File: src/rtl/noise_env_len_if.sv
`default_nettype none
// ============================================================================
// Module      : noise_env_len_if
// Description : Register/tick/gate inputs and mixer outputs of the noise
//               envelope + length stage.
// Revision    : 1.0
// ============================================================================
interface noise_env_len_if;
    logic [7:0] r400c;
    logic [7:0] r400f;
    logic       r400f_wr;
    logic       chan_en;
    logic       qframe;
    logic       hframe;
    logic       noise_en;
    logic [3:0] sample;
    logic       active;

    modport master (
        output r400c, r400f, r400f_wr, chan_en, qframe, hframe, noise_en,
        input  sample, active
    );

    modport slave (
        input  r400c, r400f, r400f_wr, chan_en, qframe, hframe, noise_en,
        output sample, active
    );
endinterface
`default_nettype wire

File: src/rtl/noise_env_len.sv
`default_nettype none
// ============================================================================
// Module      : noise_env_len
// Description : Noise channel envelope/constant-volume unit and length counter,
//               producing the 4-bit noise sample for the mixer.
// Revision    : 1.0
// ============================================================================
module noise_env_len #(
    parameter bit OUT_REG = 1'b1
) (
    input  wire logic          clk,
    input  wire logic          rst,
    noise_env_len_if.slave     bus
);

    logic [7:0] r_len_cnt;
    logic [3:0] r_decay;
    logic [3:0] r_env_div;
    logic       r_start;

    logic       w_loop;
    logic       w_const;
    logic [3:0] w_period;
    logic [7:0] w_len_load;
    logic       w_len_nz;
    logic [3:0] w_volume;
    logic [3:0] w_sample;

    assign w_loop   = bus.r400c[5];
    assign w_const  = bus.r400c[4];
    assign w_period = bus.r400c[3:0];
    assign w_len_nz = (r_len_cnt != 8'h00);

    always_comb begin
        w_len_load = 8'h00;
        case ({bus.r400f[3], bus.r400f[7:4]})
            5'h00: w_len_load = 8'h0a;
            5'h01: w_len_load = 8'h14;
            5'h02: w_len_load = 8'h28;
            5'h03: w_len_load = 8'h50;
            5'h04: w_len_load = 8'ha0;
            5'h05: w_len_load = 8'h3c;
            5'h06: w_len_load = 8'h0e;
            5'h07: w_len_load = 8'h1a;
            5'h08: w_len_load = 8'h0c;
            5'h09: w_len_load = 8'h18;
            5'h0a: w_len_load = 8'h30;
            5'h0b: w_len_load = 8'h60;
            5'h0c: w_len_load = 8'hc0;
            5'h0d: w_len_load = 8'h48;
            5'h0e: w_len_load = 8'h10;
            5'h0f: w_len_load = 8'h20;
            5'h10: w_len_load = 8'hfe;
            // Upper half of the second table is simply 2*index.
            default: w_len_load = {3'b000, bus.r400f[7:4], 1'b0};
        endcase
    end

    // Channel disable dominates; a write reloads even on a half-frame tick.
    always_ff @(posedge clk) begin
        if (rst) begin
            r_len_cnt <= 8'h00;
        end else if (!bus.chan_en) begin
            r_len_cnt <= 8'h00;
        end else if (bus.r400f_wr) begin
            r_len_cnt <= w_len_load;
        end else if (bus.hframe && w_len_nz && !w_loop) begin
            r_len_cnt <= r_len_cnt - 8'h01;
        end
    end

    // The quarter-frame step uses the start flag as it was before this cycle.
    always_ff @(posedge clk) begin
        if (rst) begin
            r_start   <= 1'b0;
            r_decay   <= 4'h0;
            r_env_div <= 4'h0;
        end else begin
            if (bus.qframe) begin
                if (r_start) begin
                    r_decay   <= 4'hf;
                    r_env_div <= w_period;
                end else if (r_env_div == 4'h0) begin
                    r_env_div <= w_period;
                    if (r_decay != 4'h0) begin
                        r_decay <= r_decay - 4'h1;
                    end else if (w_loop) begin
                        r_decay <= 4'hf;
                    end
                end else begin
                    r_env_div <= r_env_div - 4'h1;
                end
            end
            if (bus.r400f_wr) begin
                r_start <= 1'b1;
            end else if (bus.qframe) begin
                r_start <= 1'b0;
            end
        end
    end

    assign w_volume = w_const ? w_period : r_decay;
    assign w_sample = (w_len_nz && bus.noise_en) ? w_volume : 4'h0;

    generate
        if (OUT_REG) begin : g_out_reg
            logic [3:0] r_sample;
            logic       r_active;

            always_ff @(posedge clk) begin
                if (rst) begin
                    r_sample <= 4'h0;
                    r_active <= 1'b0;
                end else begin
                    r_sample <= w_sample;
                    r_active <= w_len_nz;
                end
            end

            assign bus.sample = r_sample;
            assign bus.active = r_active;
        end else begin : g_out_comb
            assign bus.sample = w_sample;
            assign bus.active = w_len_nz;
        end
    endgenerate

endmodule
`default_nettype wire

File: src/flat_wrapper.sv
// flat-port wrapper written by rule: the top's interface ports become plain ports
module noise_env_len_flat 
#(
    parameter bit OUT_REG = 1'b1
)
  (clk, rst, bus_r400c, bus_r400f, bus_r400f_wr, bus_chan_en, bus_qframe, bus_hframe, bus_noise_en, bus_sample, bus_active);
  noise_env_len_if bus_i ();
  input  wire logic clk;
  input  wire logic rst;
  input wire logic [$bits(bus_i.r400c)-1:0] bus_r400c;
  input wire logic [$bits(bus_i.r400f)-1:0] bus_r400f;
  input wire logic [$bits(bus_i.r400f_wr)-1:0] bus_r400f_wr;
  input wire logic [$bits(bus_i.chan_en)-1:0] bus_chan_en;
  input wire logic [$bits(bus_i.qframe)-1:0] bus_qframe;
  input wire logic [$bits(bus_i.hframe)-1:0] bus_hframe;
  input wire logic [$bits(bus_i.noise_en)-1:0] bus_noise_en;
  output wire logic [$bits(bus_i.sample)-1:0] bus_sample;
  output wire logic [$bits(bus_i.active)-1:0] bus_active;
  assign bus_i.r400c = bus_r400c;
  assign bus_i.r400f = bus_r400f;
  assign bus_i.r400f_wr = bus_r400f_wr;
  assign bus_i.chan_en = bus_chan_en;
  assign bus_i.qframe = bus_qframe;
  assign bus_i.hframe = bus_hframe;
  assign bus_i.noise_en = bus_noise_en;
  assign bus_sample = bus_i.sample;
  assign bus_active = bus_i.active;
  noise_env_len #(.OUT_REG(OUT_REG)) u_core (.clk(clk), .rst(rst), .bus(bus_i));
endmodule
File: config.mk
export PLATFORM = sky130hd
export DESIGN_NAME = noise_env_len_flat
export DESIGN_NICKNAME = d
export VERILOG_FILES = /design/src/rtl/noise_env_len_if.sv /design/src/rtl/noise_env_len.sv /design/src/flat_wrapper.sv
export SDC_FILE = /design/constraint.sdc
export NUM_CORES = 1
export LEC_CHECK = 0
export ABC_CLOCK_PERIOD_IN_PS = 2100
export CAP_MARGIN = 40
export CORE_MARGIN = 4
export CORE_UTILIZATION = 51
export DETAILED_ROUTE_END_ITERATION = 7
export GPL_ROUTABILITY_DRIVEN = 0
export PLACE_DENSITY_LB_ADDON = 0.2
export RECOVER_POWER = 100
export SLEW_MARGIN = 10
export SYNTH_ARGS = -nofsm -noshare
export SYNTH_HDL_FRONTEND = slang
export SYNTH_SLANG_ARGS = --single-unit
File: constraint.sdc
create_clock -name clk -period 2.1 [get_ports clk]
set_input_delay 0.525 -clock clk [delete_from_list [all_inputs] [get_ports clk]]
set_output_delay 0.525 -clock clk [all_outputs]
set_load 0.01 [all_outputs]
==> flow_metrics.tcl, run 1 <==
set metrics [dict create \
    ys_seq_area_share_pct 31.6 \
    finalNonFillerCells 230 \
    clockBufferDepth 2 \
    max_freq_mhz 502 \
    layout_common_cells "22 x dfxtp_1, 15 x clkdlybuf4s50_1, 14 x a21oi_1" \
    fin_ws_ns 0.107 \
    antenna_left 0 \
    cts_setup_buffers 0 \
    critPathArrivalTime_ns 2.24 \
    drv_cap 0 \
    tightest_slew_ns 0.517 \
    drt_wl_total_um 3500 \
    grt-ovfl-total 0 \
    rsz0062_at_grt "no" \
    cts_tree "done" \
    cts_max_level 1 \
    clock_skew_ns 0.0158 \
    route.detailed.drc 0 \
    cp-end-kind "flop" \
    placed_cells 226 \
    grt_pass1_wl_um 5990 \
    syn_area_mm2 0.00139 \
    period_share_pct 94.9 \
    drive_gt1_share_pct 11.0 \
    cts.sinks 22 \
    synth-async-reset-ratio_pct 0 \
    fin_tns_setup_ns 0 \
    routedWlPerCell_um 15.2 \
    path_max_fanout 4 \
    grt_pass1_vias 1356 \
    vias_per_cell 6.03 \
    grt_antenna_before_repair 0 \
    outcome "complete, no violations" \
    dr.pass1.iters 4 \
    ys.flop_type "dfxtp_1" \
    vias 1387 \
    cts_resized 0 \
    post-dp-hpwl_um 2680 \
    finalMaxSlewViolations 0 \
    r2r_start "u_core.r_decay[0]" \
    hold_slack_ns 0.501 \
    hp-class "reg2reg" \
    core_mm2 0.00254 \
    grt_max_degree 14 \
    critPathBufInv 1 \
    critPathLaunch "bus_hframe" \
    synth_seq_cells 22 \
    power_leakage_nw 0.701 \
    finalHoldViolCount 0 \
    power.density_mw_per_mm2 645 \
    die_w_um 60.3 \
    cp.required_ns 2.35 \
    initial_core_util_pct 54.7 \
    area_growth_syn_to_layout_pct 26.7 \
    synth_edf_count 0 \
    crit_slowest_cell "or4b_1" \
    port_buffers 22 \
    nets 229 \
    synth_warnings 0 \
    startpoint_type "input pin" \
    postCtsHoldBufs 0 \
    max_stage_delay_ns 0.54 \
    criticalPathCategory "in2reg" \
    ios 28 \
    clockRootBuffer "clkbuf_4" \
    layout_min_cycle_time_ns 1.99 \
    fp.dieArea_mm2 0.00363 \
    clk-insertion-delay-late_ns 0.31 \
    insertedDiodeCount 0 \
    min-delay-start "u_core.r_env_div[1]" \
    globalRouteTotalUtil_pct 21.6 \
    ys_types 46 \
    cp_top_family "simple AND/OR/NAND/NOR gates" \
    layout_commonest_cell "dfxtp_1" \
    clkSlewWorstSetupHoldPaths_ns 0.13 \
    rows 18 \
    postSynthAreaPerCell_um2 8.34 \
    cts_buffers 3 \
    syn_inst 167 \
    syn-num-nets 195 \
    ir_drop_mv 0.468 \
    path_cells "clkdlybuf4s50_1 -> or4b_1 -> or4_1 -> nand2_1 -> o211a_1" \
    report.final.setup_viol 0 \
    dieHeight_um 60.3 \
    slew_headroom_pct 65.2 \
    drt-initial-drc-count 81 \
    pre_cts_slack_ns -0.0935 \
]
==> sequential cells by signal, indices dropped and copies added, names as in the netlist <==
register and flops:
u_core.r_len_cnt 8, u_core.r_start 1, u_core.r_decay 4, u_core.r_env_div 4, u_core.bus.active 1, u_core.bus.sample 4
==> cells in the mapped netlist (all sizes together), types with 2 or more instances <==
cell type | count | area share, %
nor2 | 13 | 3.5
nand2b | 5 | 2.2
nand3 | 2 | 0.72
a22oi | 2 | 1.1
buf | 2 | 0.54
o21ai | 8 | 2.9
or3 | 4 | 2.2
nand2 | 5 | 1.3
mux2i | 6 | 4.3
o311a | 2 | 1.4
a211oi | 8 | 4.7
ha | 5 | 4.5
clkbuf | 7 | 1.9
dfxtp | 22 | 32
nand3b | 2 | 1.1
o31ai | 2 | 1.1
nor2b | 4 | 1.8
nor4 | 4 | 2.7
or2 | 2 | 0.90
nor3b | 4 | 2.2
inv | 12 | 3.2
o211a | 2 | 1.4
a311oi | 4 | 2.5
nor3 | 4 | 1.4
a31oi | 2 | 0.90
xnor2 | 4 | 2.5
a21oi | 14 | 5.0
==> per-layer routing <==
layer	wire, um	part of all wire, %	global-route usage, %
met1	1530	44	27.2
met2	1750	50	38.3
met3	194	5.5	2.59
met4	23	0.66	5.70
met5	0	0	0
==> worst register-to-register path: cells and delay by family (launching register included) <==
| family | cells | cell delay [ns] |
|---|---|---|
| adder cells (fa/ha/maj) | 1 | 0.20 |
| buffers and inverters | 2 | 0.36 |
| AO/OA/AOI/OAI | 3 | 0.54 |
| AND/OR/NAND/NOR | 1 | 0.16 |
| flip-flops | 1 | 0.43 |
==> metrics by stage <==
stage	power, mW	util (%)	area [um^2]
global placement	0.810	68.2	1740
floorplan	0.700	-	1390
CTS	1.15	70.3	1790
global route	1.21	69.3	1760
detailed placement	0.830	68.2	1740
finish	1.14	69.3	1760
==> report_power, final <==
| part | internal [mW] | leakage [nW] | switching, mW |
|---|---|---|---|
| Sequential | 0.454 | 0.181 | 0.0383 |
| Combinational | 0.162 | 0.492 | 0.161 |
| Clock | 0.193 | 0.0279 | 0.128 |
==> kinds of logic (layout without fill, tap and decap cells) <==
group / count (synthesis) / count (layout) / synth area share (%)
flops: 22 / 22 / 31.6
xor+xnor: 5 / 5 / 3.14
compound gates: 55 / 55 / 27.9
fa+ha+maj: 5 / 5 / 4.49
simple gates: 53 / 53 / 22.8
buf+inv: 21 / 54 / 5.66
mux: 6 / 6 / 4.31
==> path summary, 6_finish.rpt <==
check	to	slack (ns)	cells past startpoint
min	u_core.r_env_div[1]	0.50	2
min reg2reg	u_core.r_env_div[1]	0.50	2
max reg2reg	u_core.r_decay[2]	0.34	7
max	u_core.r_len_cnt[5]	0.11	5
==> cell type report <==
class,count,area (um^2)
Multi-Input combinational cell,124,863
Inverter,12,45.0
Tap cell,30,37.5
Clock inverter,1,30.0
Clock buffer,3,22.5
Timing Repair Buffer,38,325
Sequential cell,22,440
Fill cell,213,781
(Power assumes the default switching activity.)
==> inputs of run 2 (changes only) <==
- SETUP_SLACK_MARGIN: unset -> 0.5
==> run 2 against run 1 <==
Combinational power is essentially flat; clock skew shrank 0.0037 ns; wire length grew 1.4%; sequential power is essentially flat; critical path depth grew 1; non-clock buffer count grew 1; cell count grew 0.43%; sequential cell count is the same; via count grew 1.2%; critical endpoint is now u_core.r_len_cnt[7].
==> flow_metrics.tcl, run 2 (synthesis gave the netlist of run 1 again) <==
set metrics [dict create \
    outcome "complete, no violations" \
    layout_commonest_cell "dfxtp_1" \
    critPathArrivalTime_ns 1.93 \
    hold_slack_ns 0.504 \
    max_stage_delay_ns 0.49 \
    post-dp-hpwl_um 2520 \
    fp.dieArea_mm2 0.00363 \
    drt_wl_total_um 3550 \
    layout_common_cells "19 x dfxtp_1, 14 x a21oi_1, 14 x buf_4" \
    clockBufferDepth 2 \
    route.detailed.drc 0 \
    startpoint_type "input pin" \
    path_cells "clkdlybuf4s15_2 -> or4b_4 -> buf_6 -> nor4_1 -> mux2i_1 -> a21boi_0" \
    report.final.setup_viol 0 \
    critPathBufInv 2 \
    vias_per_cell 6.07 \
    dieHeight_um 60.3 \
    grt_pass1_vias 1320 \
    routedWlPerCell_um 15.3 \
    seqCellArea_um2 444 \
    rsz0062_at_grt "yes" \
    dr.pass1.iters 4 \
    cp_top_family "simple AND/OR/NAND/NOR gates" \
    globalRouteTotalUtil_pct 21.7 \
    clkSlewWorstSetupHoldPaths_ns 0.14 \
    path_max_fanout 3 \
    slew_headroom_pct 71.0 \
    initial_core_util_pct 54.7 \
    cp.required_ns 2.29 \
    multi_input_area_um2 887 \
    grt_antenna_before_repair 0 \
    pre_cts_slack_ns -0.0809 \
    cts.sinks 22 \
    nets 230 \
    criticalPathCategory "in2reg" \
    drt-initial-drc-count 62 \
    fin_ws_ns 0.363 \
    grt-ovfl-total 0 \
    area_growth_syn_to_layout_pct 29.6 \
    grt_pass1_wl_um 6020 \
    cts_buffers 3 \
    antenna_left 0 \
    drv_cap 0 \
    tightest_slew_ns 0.435 \
    largest-register "u_core.r_len_cnt" \
    grt_max_degree 15 \
    rows 18 \
    largest_reg_flops 8 \
    port_buffers 22 \
    clock_skew_ns 0.0121 \
    cts_tree "done" \
    crit_slowest_cell "or4b_4" \
    vias 1403 \
    clk-insertion-delay-late_ns 0.31 \
    insertedDiodeCount 0 \
    power_leakage_nw 0.748 \
    die_w_um 60.3 \
    hp-class "reg2reg" \
    power.density_mw_per_mm2 637 \
    cts_max_level 1 \
    core_mm2 0.00254 \
    drive_gt1_share_pct 16.4 \
    ios 28 \
    cp-end-kind "flop" \
    max_freq_mhz 576 \
    period_share_pct 82.7 \
    ir_drop_mv 0.482 \
    fillCellCount 206 \
    clockRootBuffer "clkbuf_4" \
    layout_min_cycle_time_ns 1.74 \
    finalMaxSlewViolations 0 \
    finalHoldViolCount 0 \
]
==> run 2: changes by cell type in the layout (fill, tap and decap cells not counted), moves of 3 or more <==
cell             delta
dlygate4sd2_1      +11
clkdlybuf4s50_1     -7
dlygate4sd3_1       -6
clkbuf_1            -3
dfxtp_1             -3
dfxtp_2             +3
==> run 2: routing by layer <==
layer / vias to the layer above / wire, um / global-route usage (%)
met2: 50 / 1690 / 36.4
met3: 6 / 240 / 2.81
li1: 690 / - / -
met4: 0 / 55 / 7.59
met5: - / 0 / 0
met1: 657 / 1560 / 28.1
==> run 2: layout make-up <==
class	count	share of cell area [%]
clock buffers	3	1.25
well taps	30	2.08
multi-input cells	124	49.1
repair buffers	39	18.8
flip-flops and latches	22	24.6
inverters	12	2.49
clock inverters	1	1.66
==> run 2: worst register-to-register path, cell delays in order (launching register included) <==
cell and delay [ns]:
dfxtp_1 0.35, or4b_4 0.55, buf_6 0.14, nor4_1 0.26
mux2i_1 0.22, a21boi_0 0.09
==> run 2: worst paths after layout <==
| check | start | endpoint | slack (ns) | depth (start not counted) |
|---|---|---|---|---|
| max | bus_r400c[5] | u_core.r_len_cnt[7] | 0.36 | 6 |
| min | u_core.r_env_div[1] | u_core.r_env_div[1] | 0.50 | 2 |
| max reg2reg | u_core.r_len_cnt[0] | u_core.r_len_cnt[7] | 0.37 | 5 |
| min reg2reg | u_core.r_env_div[1] | u_core.r_env_div[1] | 0.50 | 2 |
==> run 2: metrics by stage <==
step | total power, mW | cells | TNS (ns) | cell area [um^2] | utilization [%]
after global routing | 1.22 | 231 | 0 | 1810 | 70.9
final | 1.15 | 231 | 0 | 1810 | 70.9
after detailed placement | 0.818 | 222 | -0.172 | 1710 | 67.3
after floorplan | 0.700 | 167 | 0 | 1400 | -
after CTS | 1.15 | 230 | 0 | 1820 | 71.3
after global placement | 0.804 | 222 | -0.111 | 1710 | 67.3
==> run 2: what timing repair did <==
| action | in CTS | in global routing |
|---|---|---|
| buffers inserted | 4 | 1 |
| hold buffers | 0 | 0 |
| setup endpoints to repair | 15 | 13 |
| pin swaps | 7 | 7 |
| gates resized for setup | 24 | 13 |
| gates cloned | 0 | 0 |
==> run 2: where the power goes <==
group	internal, mW	total (mW)	switching [mW]
clock network	0.193	0.331	0.138
logic	0.163	0.324	0.160
registers	0.456	0.495	0.0397
total	0.812	1.15	0.338
==> inputs of run 3 (changes only) <==
- ABC_CLOCK_PERIOD_IN_PS: 2100 -> 1600
- clock period: 2.1 -> 1.6 ns (I/O delays scaled with it)
==> run 3 against run 2 <==
The flow now finishes with violations (setup timing); cell count increased by 16%; register-to-register slack got worse by 0.49 ns; non-clock buffer count increased by 38; power increased by 68%; highest routed layer unchanged.
==> flow_metrics.tcl, run 3 (synthesis gave the netlist of run 1 again) <==
set metrics [dict create \
    violations "setup timing" \
    route.detailed.drc 0 \
    slew_headroom_pct 62.7 \
    finalMaxSlewViolations 0 \
    grt_pass1_vias 1664 \
    max_freq_mhz 581 \
    clkSlewWorstSetupHoldPaths_ns 0.13 \
    insertedDiodeCount 0 \
    vias 1820 \
    area_growth_syn_to_layout_pct 68.1 \
    outcome "finished with violations" \
    largest_reg_flops 8 \
    ios 28 \
    multi_input_area_mm2 0.00111 \
    r2r_slack_ns -0.12 \
    clockRootBuffer "clkbuf_4" \
    clk-insertion-delay-late_ns 0.33 \
    seqCellArea_um2 462 \
    dr.pass1.iters 5 \
    globalRouteTotalUtil_pct 28.9 \
    nets 268 \
    design_power_total_mw 1.93 \
    cts_buffers 3 \
    layout_min_cycle_time_ns 1.72 \
    rr_endpoint "u_core.r_len_cnt[6]" \
    vias_per_cell 6.77 \
    fin_tns_setup_ns -0.560 \
    critPathLaunch "u_core.r_len_cnt[3]" \
    finalHoldViolCount 0 \
    hp-class "reg2reg" \
    cp-end-kind "flop" \
    fin_util_pct 92.0 \
    drv_cap 0 \
    clock_skew_ns 0.0131 \
    grt_antenna_before_repair 0 \
    power_leakage_nw 0.949 \
    rows 18 \
    postCtsHoldBufs 0 \
    placed_cells 240 \
    dieHeight_um 60.3 \
    cp.required_ns 1.83 \
    period_share_pct 108 \
    r2r_start "u_core.r_len_cnt[3]" \
    fin_ws_ns -0.121 \
    tightest_slew_ns 0.559 \
    fillCellCount 92 \
    r2r_cells 4 \
    port_buffers 22 \
    drive_gt1_share_pct 46.9 \
    drt-initial-drc-count 143 \
    post-dp-hpwl_um 2860 \
    fp.dieArea_mm2 0.00363 \
    grt-ovfl-total 0 \
    startpoint_type "flop" \
    grt_max_degree 14 \
    drt_wl_total_um 6620 \
    layout_commonest_cell "buf_4" \
    clockBufferDepth 2 \
    routedWlPerCell_um 24.6 \
    layout_common_cells "46 x buf_4, 13 x nor2_1, 12 x clkdlybuf4s50_1" \
    rsz0062_at_grt "yes" \
    power.density_mw_per_mm2 824 \
    criticalPathCategory "reg2reg" \
    antenna_left 0 \
    cts_max_level 1 \
    largest-register "u_core.r_len_cnt" \
    report.final.setup_viol 9 \
    critPathArrivalTime_ns 1.95 \
    ir_drop_mv 0.876 \
    finalNonFillerCells 269 \
    initial_core_util_pct 54.7 \
    fin_area_mm2 0.00234 \
    cts_tree "done" \
    placed_cell_area_mm2 0.00193 \
    grt_pass1_wl_um 7820 \
    endpoint "u_core.r_len_cnt[6]" \
    cts.sinks 22 \
    die_w_um 60.3 \
    path_max_fanout 4 \
    core_mm2 0.00254 \
]
[run 3: cell types whose count changed in the layout (fill, tap and decap cells not counted), moves of 4 or more]
cell             delta
buf_4              +32
dfxtp_1             -8
dlygate4sd2_1       -8
buf_6               +6
a21oi_1             -5
a21oi_2             +5
clkbuf_1            +5
dfxtp_2             +5
ha_1                -5
ha_4                +5
inv_1               -5
a211oi_1            -4
clkdlybuf4s50_1     +4
[run 3: worst max-delay path, cell delays in order, from the launching register on]
cell      delay [ns]
dfxtp_2         0.35
or3_4           0.41
or3_4           0.38
mux2i_1         0.13
a221oi_1        0.35
[run 3: worst min-delay path by stage]
| stage | from | endpoint | slack, ns | depth (start not counted) |
|---|---|---|---|---|
| 2_1_floorplan | u_core.r_env_div[1] | u_core.r_env_div[1] | 0.47 | 2 |
| 3_3_place_gp | u_core.r_env_div[1] | u_core.r_env_div[1] | 0.48 | 2 |
| 3_5_place_dp | u_core.r_env_div[0] | u_core.r_env_div[0] | 0.49 | 2 |
| 4_1_cts | u_core.r_len_cnt[0] | u_core.r_len_cnt[0] | 0.56 | 2 |
| 5_1_grt | u_core.r_start | u_core.r_start | 0.63 | 2 |
| 6_report | u_core.r_env_div[2] | u_core.r_env_div[2] | 0.62 | 2 |
[run 3: cell type report]
cell class	count	share of cell area [%]
multi-input combinational	124	47.5
timing repair buffer	77	26.7
sequential	22	19.7
inverter	12	2.24
tap	30	1.60
clock inverter	1	1.28
clock buffer	3	0.962
[run 3: report_power, final]
part           switching (mW)  leakage, nW  internal [mW]
clock                   0.183       0.0279          0.254
combinational           0.394        0.736          0.422
sequential             0.0769        0.186          0.600
total                   0.654        0.949           1.28
[run 3: through the flow]
step	hold slack (ns)	setup slack, ns
5_1_grt	0.632	-0.167
6_report	0.616	-0.121
3_3_place_gp	0.485	-0.420
3_5_place_dp	0.491	-0.504
2_1_floorplan	0.474	0.0627
4_1_cts	0.564	-0.0198
[run 3: repair_timing]
item / CTS / global route
setup buffers: 13 / 12
gates cloned: 0 / 0
gates resized for setup: 53 / 25
pin swaps: 19 / 20
setup endpoints to repair: 27 / 26
[run 3: routing by layer]
layer	up-vias	global-route usage [%]	wire [um]
li1	771	-	-
met1	874	34.5	2370
met2	136	49.8	3310
met3	39	7.13	617
met4	0	10.1	323
met5	-	0	0
